==> src/rtl/tinyriscv_pkg.sv <==
// Shared bus widths, opcode constants and the decode-to-execute payload type.
package tinyriscv_pkg;

    localparam int INST_W      = 32;
    localparam int INST_ADDR_W = 32;
    localparam int MEM_ADDR_W  = 32;
    localparam int REG_ADDR_W  = 5;
    localparam int REG_W       = 32;

    localparam logic WriteEnable  = 1'b1;
    localparam logic WriteDisable = 1'b0;

    localparam logic [6:0]        INST_TYPE_L = 7'b0000011;
    localparam logic [INST_W-1:0] INST_NOP    = 32'h0000_0013;

    // Everything decode hands to execute, in one bundle shared by both stages.
    typedef struct packed {
        logic [INST_W-1:0]      inst;
        logic [INST_ADDR_W-1:0] inst_addr;
        logic [MEM_ADDR_W-1:0]  op1;
        logic [MEM_ADDR_W-1:0]  op2;
        logic                   reg_we;
        logic [REG_ADDR_W-1:0]  reg_waddr;
        logic                   csr_we;
        logic [MEM_ADDR_W-1:0]  csr_waddr;
        logic [REG_W-1:0]       csr_rdata;
        logic [2:0]             compare;
        logic [REG_W-1:0]       store_data;
    } id_ex_payload_t;

    // What the register does on a clock edge, highest priority first.
    typedef enum logic [2:0] {
        ACT_FLUSH  = 3'd0,
        ACT_HOLD   = 3'd1,
        ACT_HAZARD = 3'd2,
        ACT_LOAD   = 3'd3,
        ACT_BUBBLE = 3'd4
    } id_ex_action_e;

    // A bubble is a NOP that writes nothing; execute only looks at its inst field.
    function automatic id_ex_payload_t bubble_payload();
        id_ex_payload_t p;
        p        = '0;
        p.inst   = INST_NOP;
        p.reg_we = WriteDisable;
        p.csr_we = WriteDisable;
        return p;
    endfunction

endpackage

==> src/rtl/id_ex.sv <==
// Decode/execute pipeline register with valid/ready handshake, flush on taken
// jump, hold while execute is busy and a one-cycle bubble on load-use hazards.
module id_ex
    import tinyriscv_pkg::*;
#(
    parameter int CNT_W = 16
) (
    input  logic                   clk,
    input  logic                   rst_n,
    input  logic                   id_valid_i,
    output logic                   id_ready_o,
    input  logic [INST_W-1:0]      inst_i,
    input  logic [INST_ADDR_W-1:0] inst_addr_i,
    input  logic [MEM_ADDR_W-1:0]  op1_i,
    input  logic [MEM_ADDR_W-1:0]  op2_i,
    input  logic                   reg_we_i,
    input  logic [REG_ADDR_W-1:0]  reg_waddr_i,
    input  logic [REG_ADDR_W-1:0]  reg1_raddr_i,
    input  logic [REG_ADDR_W-1:0]  reg2_raddr_i,
    input  logic                   csr_we_i,
    input  logic [MEM_ADDR_W-1:0]  csr_waddr_i,
    input  logic [REG_W-1:0]       csr_rdata_i,
    input  logic [2:0]             compare_i,
    input  logic [REG_W-1:0]       store_data_i,
    input  logic                   ex_busy_i,
    input  logic                   ex_jump_flag_i,
    output logic                   ex_valid_o,
    output logic [INST_W-1:0]      inst_o,
    output logic [INST_ADDR_W-1:0] inst_addr_o,
    output logic [MEM_ADDR_W-1:0]  op1_o,
    output logic [MEM_ADDR_W-1:0]  op2_o,
    output logic                   reg_we_o,
    output logic [REG_ADDR_W-1:0]  reg_waddr_o,
    output logic                   csr_we_o,
    output logic [MEM_ADDR_W-1:0]  csr_waddr_o,
    output logic [REG_W-1:0]       csr_rdata_o,
    output logic [2:0]             compare_o,
    output logic [REG_W-1:0]       store_data_o,
    output logic [CNT_W-1:0]       stall_cnt_o
);

    localparam logic [CNT_W-1:0] CNT_MAX = {CNT_W{1'b1}};
    localparam logic [CNT_W-1:0] CNT_ONE = {{(CNT_W-1){1'b0}}, 1'b1};

    id_ex_payload_t payload_r;
    logic           ex_valid_r;
    logic [CNT_W-1:0] stall_cnt_r;

    id_ex_payload_t id_payload_s;
    id_ex_payload_t payload_nxt_s;
    logic           ex_valid_nxt_s;
    logic [CNT_W-1:0] stall_cnt_nxt_s;
    logic           hz_s;
    id_ex_action_e  action_s;

    // Gather the decode-side fields into one payload record.
    always_comb begin
        id_payload_s            = '0;
        id_payload_s.inst       = inst_i;
        id_payload_s.inst_addr  = inst_addr_i;
        id_payload_s.op1        = op1_i;
        id_payload_s.op2        = op2_i;
        id_payload_s.reg_we     = reg_we_i;
        id_payload_s.reg_waddr  = reg_waddr_i;
        id_payload_s.csr_we     = csr_we_i;
        id_payload_s.csr_waddr  = csr_waddr_i;
        id_payload_s.csr_rdata  = csr_rdata_i;
        id_payload_s.compare    = compare_i;
        id_payload_s.store_data = store_data_i;
    end

    // Load-use hazard: execute holds a load to a real register that decode reads.
    always_comb begin
        hz_s = 1'b0;
        if (ex_valid_r && (payload_r.inst[6:0] == INST_TYPE_L) &&
            (payload_r.reg_we == WriteEnable) &&
            (payload_r.reg_waddr != {REG_ADDR_W{1'b0}}) && id_valid_i &&
            ((reg1_raddr_i == payload_r.reg_waddr) ||
             (reg2_raddr_i == payload_r.reg_waddr))) begin
            hz_s = 1'b1;
        end else begin
            hz_s = 1'b0;
        end
    end

    // Pick this edge's action; a flush overrides everything, including busy.
    always_comb begin
        action_s = ACT_BUBBLE;
        if (ex_jump_flag_i) begin
            action_s = ACT_FLUSH;
        end else if (ex_busy_i) begin
            action_s = ACT_HOLD;
        end else if (hz_s) begin
            action_s = ACT_HAZARD;
        end else if (id_valid_i) begin
            action_s = ACT_LOAD;
        end else begin
            action_s = ACT_BUBBLE;
        end
    end

    // Ready is combinational so decode can advance in the same cycle.
    always_comb begin
        id_ready_o = ex_jump_flag_i | (~ex_busy_i & ~hz_s);
    end

    // Next register contents and stall count for the selected action.
    always_comb begin
        payload_nxt_s   = bubble_payload();
        ex_valid_nxt_s  = 1'b0;
        stall_cnt_nxt_s = stall_cnt_r;
        case (action_s)
            ACT_FLUSH: begin
                payload_nxt_s  = bubble_payload();
                ex_valid_nxt_s = 1'b0;
            end
            ACT_HOLD: begin
                payload_nxt_s  = payload_r;
                ex_valid_nxt_s = ex_valid_r;
            end
            ACT_HAZARD: begin
                payload_nxt_s  = bubble_payload();
                ex_valid_nxt_s = 1'b0;
                if (stall_cnt_r != CNT_MAX) begin
                    stall_cnt_nxt_s = stall_cnt_r + CNT_ONE;
                end else begin
                    stall_cnt_nxt_s = stall_cnt_r;
                end
            end
            ACT_LOAD: begin
                payload_nxt_s  = id_payload_s;
                ex_valid_nxt_s = 1'b1;
            end
            ACT_BUBBLE: begin
                payload_nxt_s  = bubble_payload();
                ex_valid_nxt_s = 1'b0;
            end
            default: begin
                payload_nxt_s  = bubble_payload();
                ex_valid_nxt_s = 1'b0;
            end
        endcase
    end

    // Pipeline register bank and stall counter; reset leaves a bubble behind.
    always_ff @(posedge clk or negedge rst_n) begin
        if (!rst_n) begin
            payload_r   <= bubble_payload();
            ex_valid_r  <= 1'b0;
            stall_cnt_r <= {CNT_W{1'b0}};
        end else begin
            payload_r   <= payload_nxt_s;
            ex_valid_r  <= ex_valid_nxt_s;
            stall_cnt_r <= stall_cnt_nxt_s;
        end
    end

    assign ex_valid_o   = ex_valid_r;
    assign inst_o       = payload_r.inst;
    assign inst_addr_o  = payload_r.inst_addr;
    assign op1_o        = payload_r.op1;
    assign op2_o        = payload_r.op2;
    assign reg_we_o     = payload_r.reg_we;
    assign reg_waddr_o  = payload_r.reg_waddr;
    assign csr_we_o     = payload_r.csr_we;
    assign csr_waddr_o  = payload_r.csr_waddr;
    assign csr_rdata_o  = payload_r.csr_rdata;
    assign compare_o    = payload_r.compare;
    assign store_data_o = payload_r.store_data;
    assign stall_cnt_o  = stall_cnt_r;

endmodule
==> config.mk <==
export PLATFORM = sky130hd
export DESIGN_NAME = id_ex
export DESIGN_NICKNAME = d
export VERILOG_FILES = /design/src/rtl/tinyriscv_pkg.sv /design/src/rtl/id_ex.sv
export SDC_FILE = /design/constraint.sdc
export NUM_CORES = 1
export LEC_CHECK = 0
export ABC_CLOCK_PERIOD_IN_PS = 3000
export CAP_MARGIN = 15
export CORE_AREA = 2 2 192 194
export DETAILED_ROUTE_END_ITERATION = 6
export DIE_AREA = 0 0 194 196
export PLACE_DENSITY = 0.65
export SETUP_SLACK_MARGIN = 0.15
export SYNTH_ARGS = -nofsm -noshare
export SYNTH_HDL_FRONTEND = slang
export SYNTH_SLANG_ARGS = --single-unit
==> constraint.sdc <==
create_clock -name clk -period 3 [get_ports clk]
set_input_delay 0.3 -clock clk [delete_from_list [all_inputs] [get_ports clk]]
set_output_delay 0.3 -clock clk [all_outputs]
set_load 0.05 [all_outputs]
==> Word-level counts from Yosys, hierarchy flattened <==
Cells that the tools add are included.
{ "totals": {"out_inout_bits": 252, "ff_bits": 251, "in_bits": 249, "word_cells": 40} }
{ "classes": {"n_eq_ne": 7, "muxes": 7, "n_bitwise": 4, "add_sub_neg": 1, "n_reduce_logical": 8} }
{ "op_table": {"columns": ["cell", "n"], "rows": [
  ["one-hot mux 234 bit (2 select lines)", 1],
  ["adder 16 x 1 -> 16 bit, second input constant", 1],
  ["!= test 16 bit, second input constant", 1],
  ["2-to-1 mux 3 bit", 4],
  ["equality test 5 bit", 2],
  ["equality test 7 x 2 -> 1 bit, second input constant", 1],
  ["equality test 3 x 2 -> 1 bit, second input constant", 2],
  ["logical AND 1 bit", 5],
  ["nonzero test 5 bit", 1],
  ["equality test 3 x 1 -> 1 bit, second input constant", 1],
  ["NOT 1 bit", 2],
  ["one-hot mux 1 bit (2 select lines)", 1],
  ["AND reduction 2 bit", 1],
  ["AND 1 bit", 1],
  ["logical OR 1 bit", 1],
  ["2-to-1 mux 1 bit", 1],
  ["OR 1 bit", 1]
]} }

==> Depth between registers and ports, before layout <==
Gate-level depths: netlist of the first run.
{ "depth": {"word_depth": 12, "depth_mapped": 8, "ltp_nobuf": 7} }

==> Least setup slack after synthesis of the first run <==
Ideal clock, no wire load.
{ "synth_path": {"path_type": "flip-flop to output port", "from": "register payload_r (netlist bit reg_waddr_o[2])", "to": "output port id_ready_o", "t_arrival_ps": 2060, "path_stages_with_launch": 6, "path_buffers": 0, "setup_slack_ps": 640, "required_time_ps": 2700, "path_cell_list": "dfrtp_1 xor2_1 nor3_2 a22oi_2 nor3b_4 o21bai_1"} }
{ "synth_via": {"elab_chain_cells": 8, "word_cells_on_any_way": 11, "classes_between": "eq/ne: 2; mux: 1; bitwise: 3; reduce/logical: 5"} }
{ "synth_rtl": {"columns": ["item", "line_no", "rtl"], "rows": [
  ["start: declaration", "id_ex.sv:45", "id_ex_payload_t payload_r;"],
  ["start signal: assignment", "id_ex.sv:148", "payload_r <= bubble_payload();"],
  ["start signal: assignment", "id_ex.sv:152", "payload_r <= payload_nxt_s;"],
  ["nonzero test 5 bit", "id_ex.sv:77", "(payload_r.reg_waddr != {REG_ADDR_W{1'b0}}) && id_valid_i &&"],
  ["logical AND 1 bit", "id_ex.sv:76", "(payload_r.reg_we == WriteEnable) &&"],
  ["logical AND 1 bit", "id_ex.sv:77", null],
  ["logical AND 1 bit (*)", "id_ex.sv:77", null],
  ["2-to-1 mux 1 bit (*)", "id_ex.sv:75", "if (ex_valid_r && (payload_r.inst[6:0] == INST_TYPE_L) &&"],
  ["NOT 1 bit (*)", "id_ex.sv:104", "id_ready_o = ex_jump_flag_i | (~ex_busy_i & ~hz_s);"],
  ["AND 1 bit (*)", "id_ex.sv:104", null],
  ["OR 1 bit (*)", "id_ex.sv:104", null],
  ["end: declaration", "id_ex.sv:11", "output logic id_ready_o,"]
]} }
Every way passes the cells marked *; elsewhere a longest branch is shown, timed or not.

==> Worst setup path in the final report of the first run <==
{ "layout_path": {"from": "register payload_r (netlist bit inst_o[1])", "to": "output port id_ready_o"} }
{ "layout_via": {"elab_chain_cells": 10} }
{ "layout_rtl": {"columns": ["item", "line_no"], "rows": [
  ["equality test 7 x 2 -> 1 bit", "id_ex.sv:75"],
  ["logical AND 1 bit (2 in a row)", "id_ex.sv:75"],
  ["logical AND 1 bit", "id_ex.sv:76"],
  ["logical AND 1 bit (2 in a row)", "id_ex.sv:77"],
  ["2-to-1 mux 1 bit", "id_ex.sv:75"],
  ["NOT 1 bit", "id_ex.sv:104"],
  ["AND 1 bit", "id_ex.sv:104"],
  ["OR 1 bit", "id_ex.sv:104"]
]} }
No other way between the ends.

==> results.md, run 1 <==
- CP max stage cell: dfstp_2
- CTS tree: yes
- Register area share after synthesis: 0.686
- Netlist cell types: 32
- First-pass GRT wire length: 46.5 mm
- Final nets: 1,371
- Status: completed
- RSZ-0062 raised after global routing: no
- Via density: 4.62
- Hold Fails Final Rpt: 0
- Number of remaining DRC errors: 0
- Die Span Y: 196 µm
- P_leak: 6.87 nW
- Multi-input combinational cell area: 2660 µm²
- Share of cells above drive strength 1: 0.0675
- Max-cap check violation count: 0
- Worst Hold Class: input port to flip-flop
- Die Width: 194 µm
- Min Clock Period, post-route: 2.69 ns
- PortBufs: 500
- Routed Antenna Nets: 0
- Max_slew headroom: 0.517
- Worst Setup End Kind: output port
- Num CTS Buffers: 29
- Required time worst endpoint: 2.70 ns
- Routed vias: 7,439
- Placement Rows: 70
- Final-report setup violation count: 0
- Most frequent cells in the layout: clkdlybuf4s50_1 (498), dfrtp_1 (248), a22o_1 (231)
- Post-synthesis register bit count: 251
- DRT Pass-1 Iters: 4
- Synth Area in Compound Gates: 0.226
- Sw frac: 0.256
- CTS sink count: 251
- Global router's overall resource usage: 0.152
- Final wirelength: 30.2 mm
- Crit path max fanout: 9
- Switching power: 2.24 mW
- GPL Wtd Cong: 0.804
- Pwr per Cell Area: 555 nW/µm²
- FMAX: 371 MHz
- P_int: 6.52 mW
- Syn Inst Count: 626
- Gr ovfl total: 0
- Sequential share of power: 0.409
- Mux contribution to synthesized area: 0.00369
- Worst-path clk slew: 0.06 ns
- Crit path DAT: 2.39 ns
- Commonest non-fill, non-tap cell in the layout: clkdlybuf4s50_1
- P&R area growth vs syn: 72.2%
- Worst setup path class: flip-flop to output port
- Clock Path Buffers: 3
- DP HPWL: 21.1 mm
- Xor-xnor portion of the synthesized cell area: 0.0220
- Main combinational cell family by area after synthesis: compound AO/OA/AOI/OAI gates
- Pins Over Slew Limit: 0
- Clock power frac: 0.436
- Fill count: 3,330
- Initial antenna violation count: 0
- # diodes: 0
- Slowest stage delay, CP: 0.54 ns
- I/O pin cnt: 501
- Worst Tran Pin Value: 0.725 ns
- Sum Neg Setup Slack: 0 ns
- VDD IR max: 0.456 mV
- Combinational group share of total power: 0.155
- Buffer count from post-CTS setup fixing: 0
- Initial Util: 0.254
- Pwr Total: 8.76 mW
- Clock skew: 0.0213 ns
- Worst path most repeated cell: buf_4
- Largest net degree at the start of global routing: 119
- Worst setup SP type: flip-flop
- Area of the die: 38,000 µm²
- Vias in the first global route: 7,817
- Yosys Warn Count: 0
- Clk_lat worst skew: 0.55 ns
- CTS Root Buffer Type: clkbuf_16
- Simple-Gate Fraction of Synth Area: 0.0363
- Synthesized cell area: 9160 µm²
- Core Footprint: 36,100 µm²
- Avg Cell Area, Syn: 14.6 µm²
- Iteration-0 DRC Markers: 261
- Syn nets: 876
- Avg WL per Cell: 18.8 µm
- Storage cell area: 6280 µm²
- Worst-path cell chain: nor4b_1 -> nand4_1 -> nor3b_4 -> buf_4 -> o21bai_1 -> buf_4
- Final period util: 0.898
- Synth Area in Adders: 0.00137
- H-tree lvl count: 1
-- layer usage --
layer / routed length [µm] / part of all wire / up-vias / global-route usage
met5: 0 / 0 / - / 0
met4: 582 / 0.019 / 0 / 0.0384
met3: 2350 / 0.078 / 40 / 0.0440
met2: 14500 / 0.48 / 339 / 0.254
met1: 12700 / 0.42 / 3675 / 0.195
li1: - / - / 3385 / -
-- logic make-up after synthesis --
kind of cell,Yosys count
flops,251
compound gates,236
simple gates,60
buf+inv,52
xor+xnor,23
mux,3
fa+ha+maj,1
-- cell type report --
class | count | share of cell area
timing repair buffer | 515 | 0.329
clock buffer | 37 | 0.0511
sequential | 251 | 0.398
tap | 468 | 0.0371
multi-input combinational | 323 | 0.169
inverter | 1 | 0.000238
clock inverter | 14 | 0.0151
-- repair_timing --
| item | 4_1_cts | 5_1_grt |
|---|---|---|
| hold buffers | 1 | 0 |
| gates resized for setup | 0 | 0 |
| hold endpoints to repair | 80 | 0 |
-- cells in the mapped netlist (all sizes together) --
library cell | number | area share
a22o | 231 | 0.22
and4 | 1 | 0.00096
nand3 | 8 | 0.0044
buf | 21 | 0.012
o22a | 3 | 0.0029
and3 | 2 | 0.0014
xor2 | 11 | 0.011
nor4 | 1 | 0.00068
dfrtp | 248 | 0.68
nor4b | 3 | 0.0036
xnor2 | 12 | 0.011
dfstp | 3 | 0.0086
and2 | 1 | 0.00068
inv | 1 | 0.00041
or3 | 1 | 0.00068
nand4 | 7 | 0.0048
a22oi | 1 | 0.0014
nor2 | 10 | 0.0044
ha | 1 | 0.0014
nor3b | 1 | 0.0020
or2 | 1 | 0.00068
mux2 | 3 | 0.0037
nand2b | 3 | 0.0020
nor2b | 1 | 0.00068
o21bai | 1 | 0.00082
nand2 | 15 | 0.0061
nor3 | 5 | 0.0033
clkbuf | 30 | 0.012
-- per-stage QoR --
step / setup WS [ns] / hold slack (ns) / util / instance area (µm²) / std cells
after global routing: 0.160 / 0.327 / 0.437 / 15800 / 1609
after detailed placement: 0.259 / 0.396 / 0.408 / 14700 / 1557
final: 0.307 / 0.346 / 0.437 / 15800 / 1609
after floorplan: 0.640 / 0.00441 / - / 9160 / 626
after global placement: 0.311 / 0.398 / 0.408 / 14700 / 1557
after CTS: 0.248 / 0.314 / 0.437 / 15800 / 1609
-- registers in the layout, indices dropped and copies added, names as in the netlist --
register and cells:
csr_rdata_o 32, csr_waddr_o 32, inst_addr_o 32, inst_o 32
op1_o 32, op2_o 32, store_data_o 32, stall_cnt_o 16
reg_waddr_o 5, compare_o 3, csr_we_o 1, ex_valid_o 1
reg_we_o 1
-- final timing paths --
path,start,end,slack (ns),cells after the start
setup reg to reg,reg_waddr_o[3]$_DFFE_PN0P_,store_data_o[23]$_DFFE_PN0P_,0.50,7
hold / removal,csr_rdata_i[25],csr_rdata_o[25]$_DFFE_PN0P_,0.35,2
max in group asynchronous,rst_n,op2_o[1]$_DFFE_PN0P_,1.85,3
setup / recovery,inst_o[1]$_DFFE_PN1P_,id_ready_o,0.31,6
min in group asynchronous,rst_n,inst_o[3]$_DFFE_PN0P_,0.38,2
hold reg to reg,inst_addr_o[15]$_DFFE_PN0P_,inst_addr_o[15]$_DFFE_PN0P_,0.50,1
-- power groups by stage --
stage	logic, mW	clock network [mW]	registers [mW]
after floorplan	0.213	0	4.06
after global placement	1.36	0	3.64
after detailed placement	1.37	0	3.64
after CTS	1.37	3.94	3.58
after global routing	1.43	4.07	3.60
final	1.36	3.82	3.58
-- worst max-delay path: cells and delay by family (launching register included) --
family / cells / cell delay (ns)
compound gates: 1 / 0.07
buf+inv: 2 / 0.39
flops: 1 / 0.54
simple gates: 3 / 0.83
No activity file was read; power rests on OpenSTA's default activity.
==> inputs of run 2 (changes only) <==
--- a/config.mk
+++ b/config.mk
@@ -9,4 +9,5 @@
 export CAP_MARGIN = 15
 export CORE_AREA = 2 2 192 194
+export CTS_CLUSTER_SIZE = 40
 export DETAILED_ROUTE_END_ITERATION = 6
 export DIE_AREA = 0 0 194 196
==> constraint.sdc (replaced) <==
create_clock -name clk -period 3 [get_ports clk]
set_input_delay 0.3 -clock clk [delete_from_list [all_inputs] [get_ports clk]]
set_output_delay 0.3 -clock clk [all_outputs]
set_load 0.01 [all_outputs]
==> run 2 against run 1 <==
  * Design area is 0.38% higher
  * Wire length up 1.3%
  * Clock-buffer cell count is 3 higher
  * Clock power down 5.5%
  * Final cell count is 0.68% higher
  * Highest routed layer unchanged
==> results.md, run 2 (synthesis gave the netlist of run 1 again) <==
- Status: completed
- CP max stage cell: clkdlybuf4s50_1
- Most frequent cells in the layout: clkdlybuf4s50_1 (499), dfrtp_1 (248), a22o_1 (231)
- Slowest stage delay, CP: 0.51 ns (-0.03 ns)
- Commonest non-fill, non-tap cell in the layout: clkdlybuf4s50_1
- Placement Rows: 70 (unchanged)
- Worst-path clk slew: 0.06 ns (about the same)
- P&R area growth vs syn: 72.9%
- DP HPWL: 21.7 mm (+2.8%)
- Num CTS Buffers: 28 (-3.4%)
- Routed vias: 7,569 (+1.7%)
- Crit path DAT: 2.35 ns (-0.04 ns)
- Initial antenna violation count: 0 (unchanged)
- Number of remaining DRC errors: 0 (unchanged)
- Largest net degree at the start of global routing: 107 (-10%)
- Iteration-0 DRC Markers: 267 (+2.3%)
- Via density: 4.67 (+1.1%)
- Worst setup SP type: flip-flop
- Global router's overall resource usage: 0.153 (+0.000750)
- VDD IR max: 0.472 mV (+3.4%)
- Core Footprint: 36,100 µm² (unchanged)
- Crit path max fanout: 5 (-4)
- Final period util: 0.883 (-0.0150)
- Fill count: 3,316 (-0.42%)
- Worst Setup End Kind: output port
- DRT Pass-1 Iters: 4 (unchanged)
- Required time worst endpoint: 2.70 ns (about the same)
- CP Buf/Inv Count: 1 (-1)
- Min Clock Period, post-route: 2.65 ns (-0.0451 ns)
- H-tree lvl count: 1 (unchanged)
- Initial Util: 0.254 (unchanged)
- Die Span Y: 196 µm (unchanged)
- PortBufs: 500 (unchanged)
- Final-report setup violation count: 0 (unchanged)
- Worst setup path class: flip-flop to output port
- Routed Antenna Nets: 0 (unchanged)
- CTS tree: yes
- Gr ovfl total: 0 (unchanged)
- Pwr per Cell Area: 517 nW/µm² (-6.9%)
- Worst-path cell chain: xor2_1 -> nor3_1 -> a22oi_2 -> nor3b_4 -> o21bai_1 -> clkdlybuf4s50_1
- P_leak: 6.91 nW (+0.68%)
- # diodes: 0 (unchanged)
- CP delay by family, top: buffers and inverters
- Worst Hold Class: input port to flip-flop
- Die Width: 194 µm (unchanged)
- Sum Neg Setup Slack: 0 ns (unchanged)
- Clock skew: 0.0159 ns (-0.00544 ns)
- Worst Tran Pin Value: 0.721 ns (-0.00387 ns)
- Max-cap check violation count: 0 (unchanged)
- Vias in the first global route: 7,972 (+2.0%)
- I/O pin cnt: 501 (unchanged)
- Final instance area: 15,800 µm² (+0.38%)
- Pins Over Slew Limit: 0 (unchanged)
- Clock Path Buffers: 3 (unchanged)
- Final wirelength: 30.6 mm (+1.3%)
- GPL Wtd Cong: 0.806 (+0.20%)
- Avg WL per Cell: 18.9 µm (+0.58%)
- Dpl cell area: 14,800 µm² (+0.59%)
- CTS Root Buffer Type: clkbuf_16
- Clk_lat worst skew: 0.54 ns (about the same)
- Final nets: 1,380 (+0.66%)
- FMAX: 378 MHz (+1.7%)
- RSZ-0062 raised after global routing: no
- Share of cells above drive strength 1: 0.0773 (+0.00977)
- Hold Fails Final Rpt: 0 (unchanged)
- Area of the die: 38,000 µm² (unchanged)
- First-pass GRT wire length: 46.6 mm (+0.18%)
- Max_slew headroom: 0.519 (+0.00258)
- CTS sink count: 251 (unchanged)
-- run 2: metal layers --
layer / vias to the layer above / track usage / part of all wire
li1: 3396 / - / -
met1: 3769 / 0.194 / 0.41
met2: 356 / 0.254 / 0.48
met3: 48 / 0.0447 / 0.084
met4: 0 / 0.0443 / 0.024
met5: - / 0 / 0
-- run 2: cell type report --
class | count | area, µm² | share of cell area
clock buffer | 40 | 857 | 0.0541
clock inverter | 12 | 138 | 0.00869
timing repair buffer | 525 | 5300 | 0.335
multi-input combinational | 323 | 2670 | 0.169
tap | 468 | 586 | 0.0370
sequential | 251 | 6280 | 0.397
inverter | 1 | 3.75 | 0.000237
-- run 2: stage by stage --
stage,instances,utilization,hold WS [ns],total power [mW],setup WS [ns]
global placement,1565,0.410,0.370,4.64,0.509
finish,1620,0.439,0.361,8.19,0.352
floorplan,626,-,0.00441,3.90,0.903
detailed placement,1565,0.410,0.383,4.65,0.478
global route,1620,0.439,0.335,8.51,0.195
CTS,1620,0.439,0.324,8.31,0.263
-- run 2: timing repair --
| item | CTS | global route |
|---|---|---|
| endpoints found under the hold margin | 79 | 0 |
| setup endpoints to repair | 1 | 1 |
| pin swaps | 1 | 0 |
| hold buffers | 1 | 0 |
| resized for setup | 0 | 1 |
| buffers inserted | 2 | 0 |
-- run 2: worst reg2reg max path: cells and delay by family (launching register included) --
family                    cells  cell delay (ns)
xor gates and xnor gates      1             0.18
and+or+nand+nor               3             0.54
buffers and inverters         3             0.57
DFF                           1             0.44
AOI/OAI and AO/OA             2             0.43
-- run 2: worst paths after layout --
kind                                       startpoint                            to  slack, ns  cells past startpoint
min                                  store_data_i[12]  store_data_o[12]$_DFFE_PN0P_       0.36                      2
min in group asynchronous                       rst_n   inst_addr_o[29]$_DFFE_PN0P_       0.39                      2
max in group asynchronous                       rst_n          op1_o[1]$_DFFE_PN0P_       1.75                      3
max reg2reg                reg_waddr_o[2]$_DFFE_PN0P_          op1_o[3]$_DFFE_PN0P_       0.72                      9
min reg2reg                    inst_o[14]$_DFFE_PN0P_        inst_o[14]$_DFFE_PN0P_       0.49                      1
max                        reg_waddr_o[2]$_DFFE_PN0P_                    id_ready_o       0.35                      6
-- run 2: report_power, final --
part / internal [mW] / switching, mW
Combinational: 0.615 / 0.381
Sequential: 3.51 / 0.0781
Clock: 2.23 / 1.38
Total: 6.36 / 1.84
